===== src/rtl/wb_commit_monitor.sv =====
`timescale 1ns/1ps
// Purpose : watches the MIPS writeback stage and fetch PC, logs every register commit with a
//           cycle stamp into a show-ahead trace FIFO and reports halt (PC match) or hang (timeout).
// Latency : a commit seen on one edge is visible at the FIFO head one cycle later;
//           State changes on the edge after the halt/hang condition.
// Backpr. : the core is never stalled; a commit arriving while the FIFO is full with no pop in the
//           same cycle is dropped and the sticky Overflow flag is set.
// Ports   : Clk/Reset (sync, active-high); Enable starts a run; HaltPC/PCOutF detect program end;
//           RegWriteW/WriteRegW/WriteDataW are the observed commit; TraceRdEn pops the head;
//           Trace* expose the head entry and fill level; Overflow/CommitCount/CycleCount/State/Done
//           report status.
module wb_commit_monitor #(
   parameter int DATA_W    = 32,
   parameter int REG_W     = 5,
   parameter int DEPTH     = 16,
   parameter int CYC_W     = 16,
   parameter int TIMEOUT   = 64,
   parameter int RECORD_R0 = 0
) (
   input  logic                      Clk,
   input  logic                      Reset,
   input  logic                      Enable,
   input  logic [DATA_W-1:0]         HaltPC,
   input  logic [DATA_W-1:0]         PCOutF,
   input  logic                      RegWriteW,
   input  logic [REG_W-1:0]          WriteRegW,
   input  logic [DATA_W-1:0]         WriteDataW,
   input  logic                      TraceRdEn,
   output logic                      TraceValid,
   output logic [REG_W-1:0]          TraceReg,
   output logic [DATA_W-1:0]         TraceData,
   output logic [CYC_W-1:0]          TraceCycle,
   output logic [$clog2(DEPTH):0]    TraceCount,
   output logic                      Overflow,
   output logic [CYC_W-1:0]          CommitCount,
   output logic [CYC_W-1:0]          CycleCount,
   output logic [1:0]                State,
   output logic                      Done
);

   localparam int AW    = $clog2(DEPTH);
   localparam int CNT_W = AW + 1;
   localparam logic [CNT_W-1:0] FULL_CNT   = CNT_W'(DEPTH);
   localparam logic [CYC_W-1:0] IDLE_LIMIT = CYC_W'(TIMEOUT - 1);

   typedef enum logic [1:0] {
      IDLE   = 2'd0,
      RUN    = 2'd1,
      HALTED = 2'd2,
      HUNG   = 2'd3
   } state_t;

   state_t state, nextState;

   logic [REG_W-1:0]  regMem  [DEPTH];
   logic [DATA_W-1:0] dataMem [DEPTH];
   logic [CYC_W-1:0]  cycMem  [DEPTH];

   logic [AW-1:0]    wrPtr, rdPtr;
   logic [CNT_W-1:0] count;
   logic [CYC_W-1:0] cycleCnt, commitCnt, idleCnt;
   logic             overflowFlag;

   logic validCommit, capture, empty, full, pop, push, drop;

   always_comb begin
      validCommit = RegWriteW && ((WriteRegW != '0) || (RECORD_R0 != 0));
      capture     = (state == RUN) && validCommit;
      empty       = (count == '0);
      full        = (count == FULL_CNT);
      pop         = TraceRdEn && !empty;
      // A pop in the same cycle frees the slot the push needs, so a full FIFO still accepts.
      push        = capture && (!full || pop);
      drop        = capture && full && !pop;
   end

   // ---------------- FSM ----------------
   always_ff @(posedge Clk) begin
      if (Reset) state <= IDLE;
      else       state <= nextState;
   end

   always_comb begin
      nextState = state;
      case (state)
         IDLE: if (Enable) nextState = RUN;
         RUN: begin
            // Halt wins over hang when both fire together.
            if (PCOutF == HaltPC)
               nextState = HALTED;
            else if (!validCommit && (idleCnt == IDLE_LIMIT))
               nextState = HUNG;
         end
         default: nextState = state;
      endcase
   end

   // ---------------- trace storage (no reset needed; head is gated by TraceValid) ----------------
   always_ff @(posedge Clk) begin
      if (!Reset && push) begin
         regMem[wrPtr]  <= WriteRegW;
         dataMem[wrPtr] <= WriteDataW;
         cycMem[wrPtr]  <= cycleCnt;
      end
   end

   // ---------------- pointers, counters, flags ----------------
   always_ff @(posedge Clk) begin
      if (Reset) begin
         wrPtr        <= '0;
         rdPtr        <= '0;
         count        <= '0;
         overflowFlag <= 1'b0;
         commitCnt    <= '0;
         cycleCnt     <= '0;
         idleCnt      <= '0;
      end else begin
         if (push) begin
            wrPtr <= wrPtr + AW'(1);
            if (commitCnt != '1) commitCnt <= commitCnt + CYC_W'(1);
         end
         if (pop) rdPtr <= rdPtr + AW'(1);

         case ({push, pop})
            2'b10:   count <= count + CNT_W'(1);
            2'b01:   count <= count - CNT_W'(1);
            default: count <= count;
         endcase

         if (drop) overflowFlag <= 1'b1;

         if (state == RUN) begin
            if (cycleCnt != '1) cycleCnt <= cycleCnt + CYC_W'(1);
            // Any valid commit restarts the hang window, even one that gets dropped.
            if (validCommit)
               idleCnt <= '0;
            else if (idleCnt != '1)
               idleCnt <= idleCnt + CYC_W'(1);
         end
      end
   end

   // ---------------- outputs ----------------
   assign TraceValid  = !empty;
   assign TraceReg    = empty ? '0 : regMem[rdPtr];
   assign TraceData   = empty ? '0 : dataMem[rdPtr];
   assign TraceCycle  = empty ? '0 : cycMem[rdPtr];
   assign TraceCount  = count;
   assign Overflow    = overflowFlag;
   assign CommitCount = commitCnt;
   assign CycleCount  = cycleCnt;
   assign State       = state;
   assign Done        = (state == HALTED) || (state == HUNG);

endmodule


===== config.mk =====
export PLATFORM = sky130hd
export DESIGN_NAME = wb_commit_monitor
export DESIGN_NICKNAME = d
export VERILOG_FILES = /design/src/rtl/wb_commit_monitor.sv
export SDC_FILE = /design/constraint.sdc
export NUM_CORES = 1
export LEC_CHECK = 0
export BUFFER_PORTS_ARGS = -buffer_cell sky130_fd_sc_hd__buf_2
export CAP_MARGIN = 5
export CELL_PAD_IN_SITES_DETAIL_PLACEMENT = 1
export CELL_PAD_IN_SITES_GLOBAL_PLACEMENT = 2
export CORE_MARGIN = 4
export CORE_UTILIZATION = 48
export CTS_CLUSTER_SIZE = 14
export DETAILED_ROUTE_END_ITERATION = 8
export PLACE_DENSITY_LB_ADDON = 0.1
export SYNTH_ARGS = -nofsm -noshare
export SYNTH_HDL_FRONTEND = slang
export SYNTH_SLANG_ARGS = --single-unit

===== constraint.sdc =====
create_clock -name Clk -period 5.93 [get_ports Clk]
set_input_delay 0.8895 -clock Clk [delete_from_list [all_inputs] [get_ports Clk]]
set_output_delay 0.8895 -clock Clk [all_outputs]
set_load 0.005 [all_outputs]

=== After elaboration in Yosys (flattened, before gate mapping) ===
Memory sizes are Yosys's and may differ from the RTL's. A register that Yosys moved wholly into a read port is not among the register bits.
Cells that the tools add are included.

* Register bits: 64
* Bits in writable memories: 848
* Output and inout bits: 95
* Word-level logic and storage cells: 74
* Memories: 3

* $add $sub $neg: 7
* Equal/unequal tests: 13
* Multiplexer cells: 18
* Reduce and logical (&&, ||, !) cells: 25

{| class="wikitable"
|+ Memories
! memory !! words !! width !! read ports !! clocked after Yosys merged registers in !! write ports !! line !! RTL
|-
| dataMem || 16 || 32 || 1 || 1 || 1 || 56 || <nowiki>logic [DATA_W-1:0] dataMem [DEPTH];</nowiki>
|-
| cycMem || 16 || 16 || 1 || 1 || 1 || 57 || <nowiki>logic [CYC_W-1:0] cycMem [DEPTH];</nowiki>
|-
| regMem || 16 || 5 || 1 || 1 || 1 || 55 || <nowiki>logic [REG_W-1:0] regMem [DEPTH];</nowiki>
|}

{| class="wikitable"
|+ Operators with widths
! operator !! count
|-
| adder 16 x 1 -> 16 bit, second input constant || 3
|-
| 2-to-1 mux 16 bit || 3
|-
| inequality test 16 bit, second input constant || 3
|-
| equality test 32 bit || 1
|-
| 2-to-1 mux 32 bit || 1
|-
| 2-to-1 mux 4 bit || 6
|-
| equality test 16 x 6 -> 1 bit, second input constant || 1
|-
| case mux 5 bit (2 select lines) || 1
|-
| adder 4 x 1 -> 4 bit, second input constant || 2
|-
| logical AND 1 bit || 8
|-
| equality test 2 bit, second input constant || 3
|-
| 2-to-1 mux 2 bit || 3
|-
| AND reduction 2 bit || 3
|-
| nonzero test 2 bit || 3
|-
| adder 5 x 1 -> 5 bit, second input constant || 1
|-
| equality test 5 bit, second input constant || 1
|-
| zero test 1 bit || 5
|-
| zero test 5 bit || 1
|-
| 2-to-1 mux 5 bit || 1
|-
| nonzero test 5 bit || 1
|-
| subtractor 5 x 1 -> 5 bit, second input constant || 1
|-
| equality test 2 x 1 -> 1 bit, second input constant || 2
|-
| case mux 2 bit (2 select lines) || 1
|-
| inequality test 3 x 1 -> 1 bit, second input constant || 1
|-
| other kinds (5) || 7
|}

=== Longest topological paths before layout ===
Gate-level depths: netlist (run 1).

* Depth in word-level cells: 8
* Mapped depth: 11
* Gate-level depth less buffers: 10

=== Worst setup path after synthesis (run 1) ===
Ideal clock, no wire load.

* Path kind: input -> register
* From: input port WriteRegW[3]
* To: memory cycMem[14][0] (enable)
* Library setup time: 0.464 ns
* Arrival: 4.318 ns
* Data required time: 5.466 ns
* Setup slack: 1.148 ns
* Stages on the path: 8
* Buffers on the path: 3
* Cell sequence: or4_1 > buf_2 > o211a_2 > clkbuf_1 > and2_1 > clkbuf_1 > nand2_1 > nor2_1

* Cells in the longest elaborated chain, start to end: 7

{| class="wikitable"
|+ RTL lines
! what !! line !! RTL
|-
| from (decl) || 26 || <nowiki>input logic [REG_W-1:0] WriteRegW,</nowiki>
|-
| nonzero test 5 bit || 67 || <nowiki>validCommit = RegWriteW && ((WriteRegW != '0) || (RECORD_R0 != 0));</nowiki>
|-
| logical AND 1 bit || 67 ||
|-
| logical AND 1 bit || 68 || <nowiki>capture = (state == RUN) && validCommit;</nowiki>
|-
| logical AND 1 bit || 73 || <nowiki>push = capture && (!full || pop);</nowiki>
|-
| logical AND 1 bit || 100 || <nowiki>if (!Reset && push) begin</nowiki>
|-
| 2-to-1 mux 1 bit || 100 ||
|-
| 2-to-1 mux 1 bit (implied by the code) || 103 || <nowiki>cycMem[wrPtr] <= cycleCnt;</nowiki>
|-
| to (decl) || 57 ||
|}

Every way passes these cells.

==> results of run 1 <==
-- Yosys cell counts, drive strengths merged, types with 4 or more instances --
master  number  area [um2]
edfxtp     848       25500
mux4       265        5970
dfxtp       68        1360
and2        57         357
clkbuf      52         195
nor2        50         188
xor2        42         368
a21oi       33         176
buf         33         169
nand2       33         126
nand3       28         145
o21ai       20         100
or3         16         100
nor4        14        87.6
o31ai       13        97.6
or4         13         101
nand4       12        75.1
xnor2       12         105
and3        11        73.8
ha          10         125
inv         10        37.5
nor3         6        30.0
nor2b        5        31.3
and4         4        35.0
mux2i        4        40.0
o21a         4        37.5
-- cell families after synthesis --
family / share of synthesized area, %
AOI/OAI and AO/OA: 1.88
xor gates and xnor gates: 1.32
adders and majority gates: 0.348
buffers and inverters: 1.13
DFF: 74.6
muxes: 16.8
and+or+nand+nor: 3.88
-- cell type report --
class                   instances  area [um2]  share of cell area (%)
flip-flops and latches        916       26800                    65.0
multi-input cells             689        8830                    21.4
clock buffers                 119        2530                    6.12
repair buffers                237        1420                    3.43
well taps                     969        1210                    2.93
clock inverters                55         447                    1.08
inverters                      11        41.3                  0.0999
diodes                          1        2.50                 0.00606
-- worst min-delay path, delay by kind of cell, from the launching register on --
family / cells / cell delay (ns)
compound gates: 2 / 0.14
flops: 1 / 0.30
-- power groups by stage --
stage                     sequential, mW  combinational (mW)  clock [mW]
after CTS                           7.24                3.14        5.82
after detailed placement            7.38                3.13           0
after global placement              7.37                3.10           0
after floorplan                     7.25                2.20           0
after global routing                7.25                3.32        6.12
final                               7.23                3.04        5.69
-- worst min-delay path by stage --
stage / endpoint / slack (ns) / cells past startpoint
final: flip-flop / 0.48 / 2
after CTS: State[0]$_SDFFE_PP0P_ / 0.45 / 3
after detailed placement: Overflow$_SDFFE_PP0P_ / 0.48 / 1
after global placement: flip-flop / 0.46 / 2
after global routing: State[0]$_SDFFE_PP0P_ / 0.48 / 3
after floorplan: idleCnt[4]$_SDFFE_PP0P_ / 0.46 / 2
-- state kept, by name, summed over array words and instances (netlist names), named ones only --
register     flops
dataMem        512
cycMem         256
regMem          80
CommitCount     16
CycleCount      16
idleCnt         16
TraceCount       5
rdPtr            4
wrPtr            4
State            2
Overflow         1
-- per-layer routing --
| layer | GRT usage, % | up-vias | wire length [um] |
|---|---|---|---|
| met2 | 36.5 | 491 | 43000 |
| met4 | 4.73 | 2 | 1330 |
| met5 | 0 | - | 13 |
| met1 | 30.3 | 9506 | 35500 |
| met3 | 3.35 | 98 | 4340 |
| li1 | - | 7615 | - |
-- per-stage QoR --
step	hold WS (ns)	power [mW]	worst slack, ns	instance area (um2)
2_1_floorplan	0.459	9.46	1.15	35900
3_3_place_gp	0.460	10.5	1.62	38300
3_5_place_dp	0.476	10.5	1.49	38300
4_1_cts	0.453	16.2	1.38	41300
5_1_grt	0.483	16.7	1.36	41300
6_report	0.485	16.0	1.54	41300
==> impl_metrics.toml, run 1 <==
[min_path]
hp-class = "flip-flop to flip-flop"
min_from = "rdPtr[3]$_SDFFE_PP0N_"

[worst_setup_path]
startpoint_type = "flip-flop"
path_class = "flip-flop to output pin"
required_ns = 5.04
worst-path-buf-inv = 2
critical-path-max-stage-delay_ns = 0.94
cp_cell_sequence = "buf_4 -> mux4_2 -> mux4_2 -> and2_1 -> buf_2"
r2r-start = "State[0]$_SDFFE_PP0P_"
rr_worst_depth = 7
crit_path_end = "TraceData[9]"
cp_top_family = "flip-flops"
cp_common_cell = "mux4_2"
crit_arrival_ns = 3.50
r2r_slack_ns = 2.26
cp.depth = 5
worstSetupEndpointType = "output pin"
cpMaxStageDelayCell = "dfxtp_4"
worstReg2RegEnd = "dataMem[8][1]$_DFFE_PP_"
crit_fanout = 57

[placed_design]
hpwl_um = 46400
gp_congestion = 0.744
place.port_buffers = 200
placed_cells = 2822

[timing]
final-setup-viol-count = 0
slew_headroom_pct = 24.7
finalHoldViolations = 0
min_period_over_period_pct = 74.0
slew_violations = 0
fin_skew_ns = 0.0120
finalSetupTns_ns = 0
fin_crit_ns = 4.39
max_slew.worst_pin.slew_ns = 1.13
grt_setup_unrepaired = "false"
fmax_mhz = 228

[global_route]
grt_max_degree = 71
antenna_found_initial = 6
grt_overflow = 0
grt_pass1_vias = 19300
track_usage_pct = 21.6
grt_pass1_wl_um = 126000

[logic_synthesis]
syn-num-nets = 1817
synth_edf_count = 848
synth_warnings = 0
ys_seq_area_share_pct = 74.6
synthFlopType = "edfxtp_1"
synthArstFlopShare_pct = 0
synth.distinct_cells = 65
syn_area_per_cell_um2 = 21.1
synth_seq_cells = 916
synthCells = 1701
synth_area_mm2 = 0.0359

[cts]
cts_buffers = 94
holdBufCountCts = 0
ctsLongestPathBuffers = 3
clk_latency_ns = 0.64
cts-root-buf = "clkbuf_16"
h-tree-depth = 3
clkTransAtPathRegs_ns = 0.06
postCtsSetupBuffers = 0
clock-sinks = 916
cts_resized = 0
cts_tree = "done"

[routing]
drt_wl_total_um = 84200
vias = 17700
drt-vias-per-instance = 5.91
wire_per_inst_um = 28.1
ant_nets = 0
route.detailed.drc = 0
drt_iter0_markers = 1413
drt_first_pass_iters = 5

[power_and_ir_drop]
swShare_pct = 24.9
powerDensity_mw_per_mm2 = 386
pwr-share-seq_pct = 45.3
ir_worst_vdd_uv = 323
netSwitchingPower_mw = 3.97
p_comb_share_pct = 19.1
p_int_mw = 12.0
leakagePower_nw = 13.1
pwr-share-clk_pct = 35.6

[final_layout]
nFillCells = 6495
utilization_pct = 55.6
final_cells = 2997
num-nets-final = 2065
layout-drive-gt1-share_pct = 33.2
area_growth_pct = 15.0
mostFrequentLayoutCell = "edfxtp_1"
layout_common_cells = "848 x edfxtp_1, 265 x mux4_2, 200 x buf_2"

[outcome]
status = "finished clean"

[run]
max-cap-violations = 0

[floorplan]
initial_utilization_pct = 48.4
die_area_mm2 = 0.0793
die_height_um = 282
io_pins = 201
core_area_mm2 = 0.0743
rows = 100
die_w_um = 282
No activity file was read; power rests on OpenSTA's default activity.
==> run 2, diff against run 1 <==
--- a/config.mk
+++ b/config.mk
@@ -10,7 +10,7 @@
 export CELL_PAD_IN_SITES_DETAIL_PLACEMENT = 1
 export CELL_PAD_IN_SITES_GLOBAL_PLACEMENT = 2
 export CORE_MARGIN = 4
-export CORE_UTILIZATION = 48
+export CORE_UTILIZATION = 43
 export CTS_CLUSTER_SIZE = 14
 export DETAILED_ROUTE_END_ITERATION = 8
 export PLACE_DENSITY_LB_ADDON = 0.1
==> constraint.sdc (replaced) <==
create_clock -name Clk -period 4 [get_ports Clk]
set_input_delay 0.6 -clock Clk [delete_from_list [all_inputs] [get_ports Clk]]
set_output_delay 0.6 -clock Clk [all_outputs]
set_load 0.005 [all_outputs]
==> impl_metrics.toml, run 2 (synthesis gave the netlist of run 1 again) <==
[cts]
cts-root-buf = "clkbuf_16"
postCtsSetupBuffers = 0
clkTransAtPathRegs_ns = 0.06
cts_tree = "done"
clock-sinks = 916
clk_latency_ns = 0.64
ctsLongestPathBuffers = 3
h-tree-depth = 3
cts_buffers = 98
cts_resized = 0
holdBufCountCts = 0

[timing]
min_period_over_period_pct = 92.1
slew_violations = 0
slew_headroom_pct = 36.0
finalSetupTns_ns = 0
timing.final.ws_setup_ns = 0.317
grt_setup_unrepaired = "false"
max_slew.worst_pin.slew_ns = 0.956
fmax_mhz = 271
fin_skew_ns = 0.0221
fin_crit_ns = 3.68
final-setup-viol-count = 0
finalHoldViolations = 0

[power_and_ir_drop]
netSwitchingPower_mw = 6.06
pwr-share-clk_pct = 37.4
swShare_pct = 24.5
p_int_mw = 18.7
ir_worst_vdd_uv = 481
leakagePower_nw = 13.4
power_mw = 24.8
pwr-share-seq_pct = 43.1
p_comb_share_pct = 19.5
powerDensity_mw_per_mm2 = 586

[global_route]
grt_overflow = 0
antenna_found_initial = 11
grt_max_degree = 57
grt_pass1_wl_um = 130000
grt_pass1_vias = 19800
track_usage_pct = 19.8

[placed_design]
placed_cells = 2947
place.port_buffers = 200
gp_congestion = 0.741
placed_area_mm2 = 0.0389
dpl_worst_slack_ns = 0.524
hpwl_um = 47800

[worst_setup_path]
crit_arrival_ns = 3.08
startpoint_type = "flip-flop"
crit_fanout = 19
path_class = "flip-flop to output pin"
required_ns = 3.40
worstSetupEndpointType = "output pin"
r2r-start = "State[0]$_SDFFE_PP0P_"

[final_layout]
final_cells = 3131
largest_register_ffs = 512
area_growth_pct = 17.5
num-nets-final = 2093
reg_top3 = "dataMem x512, cycMem x256, regMem x80"
layout-drive-gt1-share_pct = 34.4
mostFrequentLayoutCell = "edfxtp_1"
stdcell_area_mm2 = 0.0422
layout_common_cells = "848 x edfxtp_1, 265 x mux4_2, 200 x buf_2"
largest-register = "dataMem"

[floorplan]
rows = 105
io_pins = 201
die_area_mm2 = 0.0883
core_area_mm2 = 0.0825
die_w_um = 297
die_height_um = 297
initial_utilization_pct = 43.6

[routing]
ant_nets = 0
drt_first_pass_iters = 5
drt_iter0_markers = 1387
vias = 17900
drt_wl_total_um = 86900
wire_per_inst_um = 27.8
route.detailed.drc = 0
drt-vias-per-instance = 5.72

[min_path]
min_from = "Enable"
hp-class = "input port to flip-flop"

[outcome]
status = "finished clean"

[run]
max-cap-violations = 0
==> run 2: changes by cell type in the layout (fill, tap and decap cells not counted), sizes merged, moves of 3 or more <==
cell	previous run	this run
buf	237	261
clkinvlp	7	4
clkinv	39	44
clkbuf	119	116
bufinv	6	16
==> run 2: power groups by stage <==
| stage | Sequential (mW) | Clock [mW] | Combinational (mW) |
|---|---|---|---|
| 2_1_floorplan | 10.8 | 0 | 3.27 |
| 3_3_place_gp | 10.9 | 0 | 4.95 |
| 3_5_place_dp | 10.9 | 0 | 4.98 |
| 4_1_cts | 10.7 | 9.52 | 5.00 |
| 5_1_grt | 10.7 | 9.94 | 5.26 |
| 6_report | 10.7 | 9.26 | 4.84 |
==> run 2: area by class of cell <==
type,count,area (um2)
Antenna cell,3,7.51
Tap cell,1070,1340
Multi-Input combinational cell,689,8830
Clock inverter,65,741
Timing Repair Buffer,261,1880
Inverter,11,41.3
Sequential cell,916,26800
Clock buffer,116,2560
Fill cell,7360,40300
==> run 2: metal layers <==
metal	share of wire [%]	up-vias	global-route usage, %
met5	0.087	-	0
met4	1.4	12	3.82
met3	5.0	112	3.62
met2	50	430	33.2
met1	44	9692	27.5
li1	-	7676	-
==> run 2: path summary, 6_finish.rpt <==
kind | to | slack [ns] | cells past startpoint
setup / recovery | TraceData[26] | 0.32 | 6
hold / removal | State[0]$_SDFFE_PP0P_ | 0.23 | 3
setup reg to reg | dataMem[14][1]$_DFFE_PP_ | 1.01 | 7
hold reg to reg | Overflow$_SDFFE_PP0P_ | 0.49 | 1
==> run 2: through the flow <==
step	hold WS, ns	util (%)
after floorplan	0.459	-
after global placement	0.459	47.2
after detailed placement	0.474	47.2
after CTS	0.180	51.2
after global routing	0.207	51.2
final	0.228	51.2
==> run 2: worst max-delay path, cell delays in order, from the launching register on <==
cell and delay [ns]:
dfxtp_4 0.56, buf_12 0.26, buf_12 0.23, mux4_2 0.53, mux4_2 0.53, and2_1 0.18, buf_2 0.12
